### src/rtl/audio_i2s_serializer_pkg.sv
// Shared constants and types for the I2S sample serializer.
// The frame layout is fixed: two 16-bit slots per frame, silence on underflow.
package audio_i2s_serializer_pkg;

    localparam int I2S_SLOTS   = 32;
    localparam int SAMPLE_BITS = 16;

    localparam logic [SAMPLE_BITS-1:0] SILENCE = 16'h0000;

    typedef logic signed [SAMPLE_BITS-1:0] sample_t;

endpackage

### src/rtl/audio_i2s_serializer_if.sv
// Sample stream handshake between the synthesiser (master) and the serializer (slave).
// A word moves on any cycle where SampleValid and SampleReady are both high.
interface audio_i2s_serializer_if;
    import audio_i2s_serializer_pkg::*;

    sample_t SampleIn;
    logic    SampleValid;
    logic    SampleReady;

    modport master (
        output SampleIn,
        output SampleValid,
        input  SampleReady
    );

    modport slave (
        input  SampleIn,
        input  SampleValid,
        output SampleReady
    );

endinterface

### src/rtl/audio_sample_fifo.sv
// Sample buffer: circular FIFO with registered occupancy count; dout shows the head combinationally.
// Latency: one cycle push-to-visible; backpressure: pushes while full are dropped, pops while empty are ignored.
module audio_sample_fifo #(
    parameter int DEPTH = 4,
    parameter int WIDTH = 16
) (
    input  logic             Clock,
    input  logic             nStart,
    input  logic             push,
    input  logic [WIDTH-1:0] din,
    input  logic             pop,
    output logic [WIDTH-1:0] dout,
    output logic             empty,
    output logic             full
);

    localparam int PW = $clog2(DEPTH);
    localparam int CW = PW + 1;

    logic [WIDTH-1:0] mem [DEPTH];
    logic [PW-1:0]    wr_ptr;
    logic [PW-1:0]    rd_ptr;
    logic [CW-1:0]    count;
    logic             do_push;
    logic             do_pop;

    // Both flags come from the registered count, so a same-cycle pop never frees room for a push.
    assign empty   = (count == '0);
    assign full    = (count == CW'(DEPTH));
    assign do_push = push && !full;
    assign do_pop  = pop && !empty;
    assign dout    = mem[rd_ptr];

    always_ff @(posedge Clock) begin
        if (do_push) begin
            mem[wr_ptr] <= din;
        end
    end

    always_ff @(posedge Clock or negedge nStart) begin
        if (!nStart) begin
            wr_ptr <= '0;
            rd_ptr <= '0;
            count  <= '0;
        end else begin
            if (do_push) begin
                wr_ptr <= wr_ptr + 1'b1;
            end
            if (do_pop) begin
                rd_ptr <= rd_ptr + 1'b1;
            end
            case ({do_push, do_pop})
                2'b10:   count <= count + 1'b1;
                2'b01:   count <= count - 1'b1;
                default: count <= count;
            endcase
        end
    end

endmodule

### src/rtl/audio_i2s_serializer.sv
// I2S serializer: buffers mono samples and sends each on both slots of a frame, MSB first, one-BCLK delay.
// Latency: a sample reaches DACDAT at the next frame start (<=1 frame); backpressure: SampleReady low while the FIFO is full.
module audio_i2s_serializer
    import audio_i2s_serializer_pkg::*;
#(
    parameter int CLK_DIV    = 8,
    parameter int BITS       = SAMPLE_BITS,
    parameter int FIFO_DEPTH = 4
) (
    input  logic                         Clock,
    input  logic                         nStart,
    audio_i2s_serializer_if.slave        smp,
    output logic                         BCLK,
    output logic                         LRCK,
    output logic                         DACDAT,
    output logic                         Underflow
);

    // Slot count scales with the sample width: one slot per bit, two channels.
    localparam int SLOTS = I2S_SLOTS * BITS / SAMPLE_BITS;
    localparam int SW    = $clog2(SLOTS);
    localparam int DW    = $clog2(CLK_DIV);
    localparam int IW    = $clog2(BITS);

    logic [DW-1:0]   div_cnt;
    logic [SW-1:0]   slot;
    logic [SW-1:0]   slot_nxt;
    logic [BITS-1:0] cur_word;
    logic [BITS-1:0] word_nxt;
    logic [IW-1:0]   bit_idx;
    logic [BITS-1:0] fifo_dout;
    logic            fifo_empty;
    logic            fifo_full;
    logic            div_wrap;
    logic            fall_tick;
    logic            pop;

    assign div_wrap  = (div_cnt == DW'(CLK_DIV - 1));
    assign fall_tick = div_wrap && BCLK;
    assign slot_nxt  = slot + 1'b1;
    assign pop       = fall_tick && (slot == '0);

    assign smp.SampleReady = !fifo_full;

    audio_sample_fifo #(
        .DEPTH (FIFO_DEPTH),
        .WIDTH (BITS)
    ) u_fifo (
        .Clock (Clock),
        .nStart(nStart),
        .push  (smp.SampleValid),
        .din   (smp.SampleIn),
        .pop   (pop),
        .dout  (fifo_dout),
        .empty (fifo_empty),
        .full  (fifo_full)
    );

    // The finishing frame's word is still current at slot 0, so its LSB comes straight from it.
    always_comb begin
        word_nxt = cur_word;
        if (pop) begin
            word_nxt = fifo_empty ? SILENCE : fifo_dout;
        end
        bit_idx = '0;
        if (slot_nxt == '0) begin
            bit_idx = '0;
        end else if (slot_nxt <= SW'(BITS)) begin
            bit_idx = IW'(BITS - int'(slot_nxt));
        end else begin
            bit_idx = IW'(2 * BITS - int'(slot_nxt));
        end
    end

    always_ff @(posedge Clock or negedge nStart) begin
        if (!nStart) begin
            div_cnt   <= '0;
            slot      <= '0;
            cur_word  <= '0;
            BCLK      <= 1'b0;
            LRCK      <= 1'b0;
            DACDAT    <= 1'b0;
            Underflow <= 1'b0;
        end else begin
            Underflow <= 1'b0;
            if (div_wrap) begin
                div_cnt <= '0;
                BCLK    <= !BCLK;
            end else begin
                div_cnt <= div_cnt + 1'b1;
            end
            if (fall_tick) begin
                slot     <= slot_nxt;
                LRCK     <= slot_nxt[SW-1];
                cur_word <= word_nxt;
                DACDAT   <= word_nxt[bit_idx];
                if (pop) begin
                    Underflow <= fifo_empty;
                end
            end
        end
    end

endmodule

### src/flat_wrapper.sv
// flat-port wrapper written by rule: the top's interface ports become plain ports
module audio_i2s_serializer_flat import audio_i2s_serializer_pkg::*;
#(
    parameter int CLK_DIV    = 8,
    parameter int BITS       = SAMPLE_BITS,
    parameter int FIFO_DEPTH = 4
)
  (Clock, nStart, BCLK, LRCK, DACDAT, Underflow, smp_SampleIn, smp_SampleValid, smp_SampleReady);
  audio_i2s_serializer_if smp_i ();
  input  logic Clock;
  input  logic nStart;
  output logic BCLK;
  output logic LRCK;
  output logic DACDAT;
  output logic Underflow;
  input wire logic [$bits(smp_i.SampleIn)-1:0] smp_SampleIn;
  input wire logic [$bits(smp_i.SampleValid)-1:0] smp_SampleValid;
  output wire logic [$bits(smp_i.SampleReady)-1:0] smp_SampleReady;
  assign smp_i.SampleIn = smp_SampleIn;
  assign smp_i.SampleValid = smp_SampleValid;
  assign smp_SampleReady = smp_i.SampleReady;
  audio_i2s_serializer #(.CLK_DIV(CLK_DIV), .BITS(BITS), .FIFO_DEPTH(FIFO_DEPTH)) u_core (.Clock(Clock), .nStart(nStart), .smp(smp_i), .BCLK(BCLK), .LRCK(LRCK), .DACDAT(DACDAT), .Underflow(Underflow));
endmodule
### config.mk
export PLATFORM = sky130hd
export DESIGN_NAME = audio_i2s_serializer_flat
export DESIGN_NICKNAME = d
export VERILOG_FILES = /design/src/rtl/audio_i2s_serializer_pkg.sv /design/src/rtl/audio_i2s_serializer_if.sv /design/src/rtl/audio_sample_fifo.sv /design/src/rtl/audio_i2s_serializer.sv /design/src/flat_wrapper.sv
export SDC_FILE = /design/constraint.sdc
export NUM_CORES = 1
export LEC_CHECK = 0
export CELL_PAD_IN_SITES_DETAIL_PLACEMENT = 1
export CELL_PAD_IN_SITES_GLOBAL_PLACEMENT = 2
export CORE_UTILIZATION = 44
export CTS_CLUSTER_DIAMETER = 200
export DETAILED_ROUTE_END_ITERATION = 10
export PLACE_DENSITY = 0.83
export SLEW_MARGIN = 0
export SYNTH_ARGS = -nofsm -noshare
export SYNTH_HDL_FRONTEND = slang
export SYNTH_SLANG_ARGS = --single-unit
### constraint.sdc
create_clock -name Clock -period 2.88 [get_ports Clock]
set_input_delay 0.576 -clock Clock [delete_from_list [all_inputs] [get_ports Clock]]
set_output_delay 0.576 -clock Clock [all_outputs]
set_load 0.01 [all_outputs]
==> out/results.tsv <==
stage	metric	value	unit
layout	fin_util	52.48	%
worst_setup_path	rr_endpoint	u_core.DACDAT$_DFFE_PN0P_	
flow_run	maxCapViolations	0	
placed_design	dp_hpwl	5208	µm
grt	grt_pass1_wl	12970	µm
route	drc	0	
clock_tree	clock_path_buffers	2	
placed_design	gp_congestion	0.7868	
worst_setup_path	path_delay_family	compound AO/OA/AOI/OAI gates	
timing	finalCritPeriodShare	91.04	%
route	drtAntennaViolNets	0	
yosys	synth_top_flop_cell	edfxtp_1	
clock_tree	cts_resized	0	
floorplan	fp.dieArea	0.009726	mm²
clock_tree	postCtsSetupRepairBufs	0	
worst_setup_path	required	3.15	ns
grt	antenna_found_initial	0	
clock_tree	ctsHoldBuffers	0	
grt	grt_max_degree	35	
yosys	ys_ff_latch	98	
yosys	yosys.cell_types.count	45	
layout	fin_nets	307	
grt	grt_pass1_vias	2404	
layout	final_cells	390	
worst_setup_path	worstReg2RegStart	u_core.slot[1]$_DFFE_PN0P_	
timing	clock.fmax	381.4	MHz
yosys	netlist_instances	243	
route	wl_per_cell	19.89	µm
yosys	synth_area_per_cell	16.90	µm²
placed_design	io_buffer_count	23	
worst_setup_path	endpoint	u_core.DACDAT$_DFFE_PN0P_	
pwr	power	0.003553	W
route	via_per_inst	5.518	
placed_design	dp_cells	374	
grt	grt_overflow	0	
route	dr.pass1.iters	4	
timing	slew_violations	0	
timing	fin_worst_skew	0.009600	ns
floorplan	num_io_pins	24	
timing	setup_violations	0	
yosys	syn_nets	273	
worst_setup_path	slowest_stage	dfrtp_1	
worst_setup_path	crit_buf_inv	1	
pwr	peakVddDrop	0.4454	mV
floorplan	initial_core_util	46.20	%
worst_setup_path	critical_path.startpoint	u_core.slot[1]$_DFFE_PN0P_	
worst_setup_path	endpoint_kind	flip-flop	
worst_setup_path	cpPeakStageDelay	0.49	ns
worst_setup_path	start_kind	flip-flop	
floorplan	coreArea	0.008891	mm²
yosys	synth-edff-count	64	
floorplan	dieHeight	98.62	µm
clock_tree	insertion_delay	0.37	ns
worst_setup_path	r2r_cells	9	
clock_tree	cts_sinks	98	
layout	fillers	818	
timing	rsz0062_at_grt	false	
timing	tns	0	ns
layout	num_antenna_cells	0	
yosys	synth_area	0.004108	mm²
route	vias	2152	
layout	syn_to_final_growth	13.59	%
timing	worst_pin_slew	0.5270	ns
floorplan	dieWidth	98.62	µm
status	status	complete, no violations	
pwr	powerDensity	761.5	mW/mm²
layout	multiInputGateArea	0.001222	mm²
clock_tree	root_buffer	clkbuf_8	
worst_setup_path	worst-path-stages	9	
route	first_iter_violations	138	
worst_setup_path	worst-setup-path-type	reg2reg	
worst_setup_path	crit_fanout	8	
layout	seq_area	0.002773	mm²
layout	final_layout_size_suffix_gt1_share	18.79	%
floorplan	rows	34	
yosys	ys_seq_area_share	67.50	%
clock_tree	cts_buffers	9	
worst_setup_path	reg2reg_setup_slack	0.26	ns
yosys	yosys_warnings	0	
timing	hold_viol	0	
worst_setup_path	cp_data_arrival_time	2.90	ns
min_path	holdPathStages	1	
worst_setup_path	crit_path_cell_trace	inv_1, ha_1, or2_2, a21oi_1, o21ai_0, xor2_1, o21ai_0, a32o_1, o41ai_2	
pwr	p_leak	1.762	nW
yosys	ys_async_sr_fraction	34.69	%
clock_tree	clkTransAtPathRegs	0.11	ns
timing	max_slew_margin	64.86	%
route	drt_wl_total	7757	µm
min_path	hold_path_class	reg2reg	
clock_tree	htreeDepth	3	
worst_setup_path	crit_top_cell	o21ai_0	
grt	grt_use_total	18.12	%
clock_tree	cts_tree	built	
timing	period_minus_slack	2.622	ns
[layout by cell type, fill, tap and decap left out, types with 2 or more instances in the layout]
| cell | count |
|---|---|
| a21oi_1 | 2 |
| a22o_1 | 14 |
| a31oi_1 | 2 |
| a32o_1 | 2 |
| and2_1 | 3 |
| and3_1 | 9 |
| buf_4 | 11 |
| clkbuf_8 | 9 |
| clkdlybuf4s50_1 | 23 |
| dfrtp_1 | 34 |
| edfxtp_1 | 64 |
| ha_1 | 10 |
| inv_1 | 8 |
| inv_6 | 2 |
| inv_8 | 2 |
| mux2_2 | 3 |
| mux4_2 | 16 |
| nand2_1 | 11 |
| nand2b_1 | 2 |
| nand3_1 | 4 |
| nand4_1 | 2 |
| nor2_1 | 5 |
| nor3_1 | 2 |
| o21ai_0 | 5 |
| xnor2_1 | 8 |
| xor2_1 | 6 |
[kinds of logic after synthesis]
group / count (synthesis) / share of synthesized area (%)
xor gates and xnor gates: 14 / 2.985
DFF: 98 / 67.50
and+or+nand+nor: 46 / 6.275
buffers and inverters: 19 / 2.741
adders and majority gates: 11 / 3.533
muxes: 20 / 9.839
AOI/OAI and AO/OA: 35 / 7.128
[layout make-up]
class,instances,area share [%]
Clock buffer,9,2.655
Clock inverter,7,1.475
Inverter,8,0.6436
Multi-Input combinational cell,126,26.20
Sequential cell,98,59.43
Tap cell,108,2.896
Timing Repair Buffer,34,6.704
[per-stage QoR]
stage	hold slack, ns	area (µm²)	setup WS (ns)
floorplan	0.2804	4108	0.3254
global placement	0.4230	4473	0.3664
detailed placement	0.4300	4473	0.2983
CTS	0.4445	4666	0.2704
global route	0.4757	4666	0.07136
finish	0.4389	4666	0.2581
[worst register-to-register path: cells and delay by family, from the launching register on]
kind / cells / cell delay, ns
xor gates and xnor gates: 1 / 0.33
adders and majority gates: 1 / 0.34
buffers and inverters: 1 / 0.09
AOI/OAI and AO/OA: 5 / 1.00
DFF: 1 / 0.49
and+or+nand+nor: 1 / 0.29
[cell usage after synthesis, drive strengths merged (2+ instances only)]
cell    instances  share of area, %
buf            10               1.9
mux4           16               8.8
nand2b          2              0.30
a31oi           2              0.30
ha             10               3.0
a21oi           2              0.24
o21ai           5              0.61
xor2            6               1.3
and2            4              0.61
nand4           2              0.30
dfrtp          34                21
nand2          12               1.2
a32o            2              0.49
inv             8              0.73
a22o           16               3.7
and3            9               1.4
nand3           4              0.49
xnor2           8               1.7
nor3            3              0.64
nor2            5              0.46
mux2            3              0.82
edfxtp         64                47
[report_power, final]
| group | leakage [nW] | switching, W | internal, W |
|---|---|---|---|
| clock | 0.0968 | 0.000522 | 0.000338 |
| combinational | 0.668 | 0.000386 | 0.000380 |
| sequential | 0.998 | 0.000107 | 0.00182 |
| total | 1.76 | 0.00101 | 0.00254 |
[worst min-delay path by stage]
stage / startpoint / endpoint
floorplan: nStart / u_core.BCLK$_DFFE_PN0N_
global placement: u_core.div_cnt[0]$_DFF_PN0_ / u_core.div_cnt[0]$_DFF_PN0_
detailed placement: u_core.div_cnt[0]$_DFF_PN0_ / u_core.div_cnt[0]$_DFF_PN0_
CTS: u_core.div_cnt[0]$_DFF_PN0_ / u_core.div_cnt[0]$_DFF_PN0_
global route: u_core.div_cnt[0]$_DFF_PN0_ / u_core.div_cnt[0]$_DFF_PN0_
finish: u_core.div_cnt[0]$_DFF_PN0_ / u_core.div_cnt[0]$_DFF_PN0_
[flip-flops by register name, indices dropped and copies added, names as in the netlist]
| name | flops |
|---|---|
| u_core.u_fifo.rd_ptr | 2 |
| u_core.div_cnt | 3 |
| u_core.u_fifo.wr_ptr | 2 |
| u_core.DACDAT | 1 |
| u_core.u_fifo.count | 3 |
| u_core.BCLK | 1 |
| u_core.Underflow | 1 |
| u_core.u_fifo.mem | 64 |
| u_core.slot | 5 |
| u_core.cur_word | 16 |
[routing by layer]
layer	GRT usage [%]	vias to the layer above	wire length, µm
met4	5.855	0	97
met5	0	-	0
li1	-	1001	-
met3	4.681	6	214
met1	24.47	1108	3619
met2	28.98	37	3826
(Power assumes the default switching activity.)
